===== src/rtl/bitop_16_arbiter_pkg.sv =====
// Shared opcode and FSM state encodings for the two-requester bitwise-op arbiter.
// Imported by the RTL and by the testbench.
package bitop_16_arbiter_pkg;

    typedef enum logic [1:0] {
        OP_AND = 2'b00,
        OP_OR  = 2'b01,
        OP_XOR = 2'b10,
        OP_NOT = 2'b11
    } op_t;

    typedef enum logic [1:0] {
        IDLE = 2'b00,
        EXEC = 2'b01,
        RESP = 2'b10
    } state_t;

endpackage


===== src/rtl/bitop_16.sv =====
// Combinational bitwise logic unit: AND, OR, XOR, or NOT of operand a.
// Operand b is ignored for NOT.
module bitop_16
    import bitop_16_arbiter_pkg::*;
#(
    parameter int WIDTH = 16
) (
    input  logic [WIDTH-1:0] a,
    input  logic [WIDTH-1:0] b,
    input  op_t              op,
    output logic [WIDTH-1:0] y
);

    always_comb begin
        y = '0;
        case (op)
            OP_AND:  y = a & b;
            OP_OR:   y = a | b;
            OP_XOR:  y = a ^ b;
            OP_NOT:  y = ~a;
            default: y = '0;
        endcase
    end

endmodule


===== src/rtl/bitop_16_arbiter.sv =====
// Two-requester arbiter sharing one bitop_16 unit, one transaction at a time.
// The FSM walks IDLE -> EXEC -> RESP; a round-robin pointer breaks ties.
module bitop_16_arbiter
    import bitop_16_arbiter_pkg::*;
#(
    parameter int WIDTH = 16
) (
    input  logic             clk,
    input  logic             rst_n,

    input  logic             req_valid_0,
    output logic             req_ready_0,
    input  logic [1:0]       req_op_0,
    input  logic [WIDTH-1:0] req_a_0,
    input  logic [WIDTH-1:0] req_b_0,
    output logic             rsp_valid_0,
    input  logic             rsp_ready_0,

    input  logic             req_valid_1,
    output logic             req_ready_1,
    input  logic [1:0]       req_op_1,
    input  logic [WIDTH-1:0] req_a_1,
    input  logic [WIDTH-1:0] req_b_1,
    output logic             rsp_valid_1,
    input  logic             rsp_ready_1,

    output logic [WIDTH-1:0] rsp_data,
    output logic             busy
);

    state_t           state;
    state_t           state_next;
    logic             prio;
    logic             owner;
    logic             grant_0;
    logic             grant_1;
    op_t              op_q;
    logic [WIDTH-1:0] a_q;
    logic [WIDTH-1:0] b_q;
    logic [WIDTH-1:0] unit_y;

    bitop_16 #(.WIDTH(WIDTH)) u_unit (
        .a  (a_q),
        .b  (b_q),
        .op (op_q),
        .y  (unit_y)
    );

    // Grants are gated by rst_n so req_ready stays low while reset is held,
    // even though the state register already reads IDLE.
    always_comb begin
        grant_0    = 1'b0;
        grant_1    = 1'b0;
        state_next = state;

        if (state == IDLE && rst_n) begin
            if (req_valid_0 && (!req_valid_1 || !prio))
                grant_0 = 1'b1;
            else if (req_valid_1)
                grant_1 = 1'b1;
        end

        case (state)
            IDLE:    if (grant_0 || grant_1) state_next = EXEC;
            EXEC:    state_next = RESP;
            RESP:    if (owner ? rsp_ready_1 : rsp_ready_0) state_next = IDLE;
            default: state_next = IDLE;
        endcase
    end

    assign req_ready_0 = grant_0;
    assign req_ready_1 = grant_1;
    assign rsp_valid_0 = (state == RESP) && !owner;
    assign rsp_valid_1 = (state == RESP) && owner;
    assign busy        = (state != IDLE);

    always_ff @(posedge clk or negedge rst_n) begin
        if (!rst_n) begin
            state    <= IDLE;
            prio     <= 1'b0;
            owner    <= 1'b0;
            op_q     <= OP_AND;
            a_q      <= '0;
            b_q      <= '0;
            rsp_data <= '0;
        end else begin
            state <= state_next;
            if (grant_0 || grant_1) begin
                owner <= grant_1;
                op_q  <= grant_1 ? op_t'(req_op_1) : op_t'(req_op_0);
                a_q   <= grant_1 ? req_a_1 : req_a_0;
                b_q   <= grant_1 ? req_b_1 : req_b_0;
            end
            if (state == EXEC)
                rsp_data <= unit_y;
            // Hand priority to the other requester once a response is consumed.
            if (state == RESP && state_next == IDLE)
                prio <= ~owner;
        end
    end

endmodule

===== config.mk =====
export PLATFORM = sky130hd
export DESIGN_NAME = bitop_16_arbiter
export DESIGN_NICKNAME = d
export VERILOG_FILES = /design/src/rtl/bitop_16_arbiter_pkg.sv /design/src/rtl/bitop_16.sv /design/src/rtl/bitop_16_arbiter.sv
export SDC_FILE = /design/constraint.sdc
export NUM_CORES = 1
export LEC_CHECK = 0
export CAP_MARGIN = 0
export CELL_PAD_IN_SITES_DETAIL_PLACEMENT = 2
export CELL_PAD_IN_SITES_GLOBAL_PLACEMENT = 2
export CORE_UTILIZATION = 35
export DETAILED_ROUTE_END_ITERATION = 10
export DONT_BUFFER_PORTS = 1
export PLACE_DENSITY_LB_ADDON = 0.05
export SLEW_MARGIN = 5
export SYNTH_ARGS = -nofsm -noshare
export SYNTH_HDL_FRONTEND = slang
export SYNTH_SLANG_ARGS = --single-unit

===== constraint.sdc =====
create_clock -name clk -period 1.75 [get_ports clk]
set_input_delay 0.0875 -clock clk [delete_from_list [all_inputs] [get_ports clk]]
set_output_delay 0.0875 -clock clk [all_outputs]
set_load 0.005 [all_outputs]

Word-level counts from Yosys, hierarchy flattened
Index checks and enable logic that the tools add are counted.

storage, ports and cells
  register bits = 54
  input port bits = 74
  output and inout port bits = 21
  word-level logic and storage cells = 44

cells by class
  equality and inequality tests = 5
  mux-type cells = 13
  bitwise logic cells = 5
  reductions and logical operators = 14

operators by type and width
  cell                number
  $pmux 16 s4         1
  $mux 16             2
  $and 16x16->16      1
  $not 16->16         1
  $or 16x16->16       1
  $xor 16x16->16      1
  $eq 2x2->1 const B  3
  $logic_not 2->1     3
  $mux 1              6
  $mux 2              3
  $pmux 2 s3          1
  $logic_and 1x1->1   5
  $eq 2x1->1 const B  2
  $logic_not 1->1     3
  $logic_or 1x1->1    2
  $reduce_bool 2->1   1
  $not 1->1           1

Logic depth before layout (Yosys ltp)
  word-level depth = 10
  mapped depth = 6
  mapped depth without buffers = 5

Cells and area by module
Synthesis repeated with hierarchy kept, for this count alone.

second synthesis, totals
  cell total of the unflattened synthesis = 278
  area total of the unflattened synthesis = 3,702.3 µm²

modules (own cells, without submodules)
  module            instances  cells each  area each (µm²)
  bitop_16_arbiter  1          178         2,690.1
  bitop_16          1          100         1,012.2

Least setup slack after synthesis
Ideal clock, no wire load.

  path kind = reg-to-reg
  from = reg op_q[0]
  to = reg rsp_data[10]
  library setup time = 0.125 ns
  data arrival time = 1.588 ns
  required time = 1.625 ns
  setup slack = 0.038 ns
  cell stages (with the launch flop) = 5
  buffers on the path = 2
  clock period less this slack = 1.712 ns
  cells stage by stage = dfrtp_1 > buf_2 > buf_2 > mux4_2 > mux2_2

on the way
  word-level cells in the longest chain between the ends = 2

ends and longest elaborated chain
  element                             line                    text
  start: declaration                  bitop_16_arbiter.sv:37  op_t op_q;
  start signal: assignment            bitop_16_arbiter.sv:90  op_q <= grant_1 ? op_t'(req_op_1) : op_t'(req_op_0);
  $eq 2x2->1 (tied with other cells)  bitop_16.sv:16          case (op)
  $pmux 16 s4 *                       bitop_16.sv:16
  end signal: assignment              bitop_16_arbiter.sv:95  rsp_data <= unit_y;
  end: declaration                    bitop_16_arbiter.sv:27  output logic [WIDTH-1:0] rsp_data,

Mark *: on every way between the ends. The rest lies on a longest branch, timed or not.
A chain may end at the register's enable or synchronous reset.

Worst setup path after layout
  from = reg a_q[1]
  to = reg rsp_data[1]

on the way
  word-level cells in the longest chain between the ends = 2

ends and longest elaborated chain
  element                                 line                    text
  start: declaration                      bitop_16_arbiter.sv:38  logic [WIDTH-1:0] a_q;
  start signal: assignment                bitop_16_arbiter.sv:91  a_q <= grant_1 ? req_a_1 : req_a_0;
  $xor 16x16->16 (tied with other cells)  bitop_16.sv:19          OP_XOR: y = a ^ b;
  $pmux 16 s4 *                           bitop_16.sv:16

Marked as above.

==> results.ini <==
[sta]
worst_slew_pin_slew_ps=435
fmax_mhz=596
clock_skew_ps=8.11
hold_violations=1
timing.final.crit_period_ps=1680
max-slew-margin-rel=0.710
finalSetupViolations=0
fin_crit_sh=0.959
slew_viol_final=0
timing.hold.ws_ps=-2.12
rsz0062_at_grt=no
fin_ws_ps=72.3
tns_ps=0

[clock_network]
postCtsSetupRepairBufs=0
clkTransAtPathRegs_ps=110
cts_tree=built
cts_made_buffers=5
insertion_delay_ps=320
cts_root_buf=clkbuf_8
htreeDepth=2
clockBufferDepth=2
cts_sinks=54

[cells_and_area]
fill_cells=1073
syn2layout_area_growth_pct=23.0
drive_above_1_share=0.230
multi_input_area_um2=1990
diodes=0
seq_area_um2=1350
nNetsFinal=488

[global_routing]
antenna_found_initial=0
grt_pass1_vias=3057
grt.total_usage=0.219
grt_max_degree=55
grt_pass1_wl_um=16800
gr-total-overflow=0

[place]
dp_slack_ps=-32.1
globalplace.congestion=0.733
dp_hpwl_um=7260
portBuffers=0

[critical_path]
critPathMaxFanout=3
crit_family=multiplexers
path_cells=inv_1 > ha_1 > mux4_2 > mux2_2
r2r_cells=4
crit_arrival_ps=1890
startpoint_type=flip-flop
r2r_slack_ps=70
cp_num_buf_inv=1
worstSetupEndpointType=flip-flop
rr_endpoint=rsp_data[1]
cpMaxStageDelayCell=dfrtp_1
reg2reg_from=a_q[1]
path_class=flip-flop to flip-flop
critPathMaxStageDelay_ps=460
worst_ep_required_time_ps=1960

[floorplanning]
core-area_um2=9770
initial_core_util=0.360
die_x_um=102
dieArea_um2=10500
ios=95
placementRows=36
dieHeight_um=102

[drt]
wl_per_cell_um=20.8
wirelength_um=10700
first_iter_violations=100
ant_nets=0
drc=0
first_pass_iters=4
vias=2866
via_per_inst=5.55

[yosys]
yosysTopAreaCell=dfrtp_1
synth_nets=464
yosysWarnings=0
ys_top_cells_by_area=dfrtp_1 38%, ha_1 11%, mux4_2 10%
synth_cells=358
synth_area_per_cell_um2=9.84
ys_ff_latch=54
ys_seq_area_frac=0.384
synth_top_area_frac=0.384
synth_cell_types=25
synth_area_um2=3520

[hold_path]
hp-start=req_a_0[0]
hold_path_depth=2
min_to=a_q[0]
worst_hold_path_type=primary input to flip-flop

[power]
ir_drop_mv=0.587
p_per_area_nw_per_um2=1570
finalPower_mw=6.82
leakage_nw=1.85

[status]
status=finished, violations left
failed_checks=hold timing

[job]
cap_violations=0

[stage by stage]
stage / cell area (um2) / utilization / cells
after floorplan: 3520 / - / 358
after global placement: 3730 / 0.382 / 476
after detailed placement: 3730 / 0.382 / 476
after CTS: 4170 / 0.427 / 516
after global routing: 4330 / 0.443 / 516
final: 4330 / 0.443 / 516
[worst max-delay path by stage]
stage,cells past startpoint,slack [ps],start,endpoint
after CTS,4,-30,state[1],a_q[14]
final,4,70,a_q[1],rsp_data[1]
after floorplan,4,40,op_q[0],rsp_data[10]
after global routing,4,10,a_q[1],rsp_data[1]
after global placement,4,30,state[0],b_q[5]
after detailed placement,4,-30,state[1],a_q[4]
[layout by cell type, fill, tap and decap left out, types with 2 or more instances in the layout]
cell,instances
inv_1,51
ha_1,32
mux4_2,16
o21ai_0,36
clkbuf_8,6
buf_12,5
mux2_2,16
nor4_2,13
dlygate4sd3_1,31
o31ai_1,24
nand2b_1,2
nor4_1,20
buf_4,10
buf_6,2
dfrtp_1,54
nor2_1,38
o31ai_2,9
[power by group]
part,internal [mW],switching (mW),total [mW]
clock network,0.322,0.447,0.769
logic,1.89,1.62,3.51
registers,1.89,0.652,2.54
total,4.10,2.72,6.82
[per-layer routing]
layer	global-route usage	vias to the layer above	part of all wire
li1	-	1312	-
met1	0.300	1481	0.47
met2	0.364	66	0.49
met3	0.0294	7	0.036
met4	0.0549	0	0.0093
met5	0	-	0
[cell families after synthesis]
family | count (synthesis) | synth area share
adders and majority gates | 32 | 0.114
and+or+nand+nor | 81 | 0.117
buffers and inverters | 84 | 0.0991
AOI/OAI and AO/OA | 75 | 0.134
muxes | 32 | 0.153
DFF | 54 | 0.384
[final cells by class]
type	instances	share of cell area
Clock buffer	7	0.0199
Clock inverter	1	0.00116
Inverter	52	0.0451
Multi-Input combinational cell	220	0.460
Sequential cell	54	0.312
Tap cell	133	0.0384
Timing Repair Buffer	49	0.124
[timing repair]
item                                    in CTS  in global routing
gates cloned                                 0                  0
hold buffers                                32                  0
endpoints found under the hold margin       84                  0
endpoints found under the setup margin       9                 34
resized for setup                            2                 30
[Yosys cell counts]
| library cell | count |
|---|---|
| nor3_1 | 1 |
| nor2_1 | 39 |
| buf_1 | 1 |
| o31ai_1 | 34 |
| clkbuf_1 | 24 |
| clkinv_1 | 1 |
| nor4_1 | 34 |
| o22a_1 | 1 |
| or2_2 | 1 |
| nor2b_1 | 1 |
| o21ai_0 | 37 |
| or3b_1 | 1 |
| buf_2 | 3 |
| buf_6 | 4 |
| a31oi_1 | 1 |
| dfrtp_1 | 54 |
| nand2b_1 | 2 |
| ha_1 | 32 |
| mux2_2 | 16 |
| mux4_2 | 16 |
| a21bo_2 | 1 |
| inv_1 | 51 |
| or2_1 | 1 |
| and3_1 | 1 |
| a21oi_1 | 1 |
[state kept, by name, indices dropped and copies added, names as in the netlist]
| signal | flops |
|---|---|
| a_q | 16 |
| b_q | 16 |
| rsp_data | 16 |
| op_q | 2 |
| state | 2 |
| owner | 1 |
| prio | 1 |
[worst reg2reg max path: stages (launching register included)]
cell and delay, ps:
dfrtp_1 460, inv_1 90, ha_1 300, mux4_2 450
mux2_2 260
Note: power is estimated with default switching activity, not from simulation.
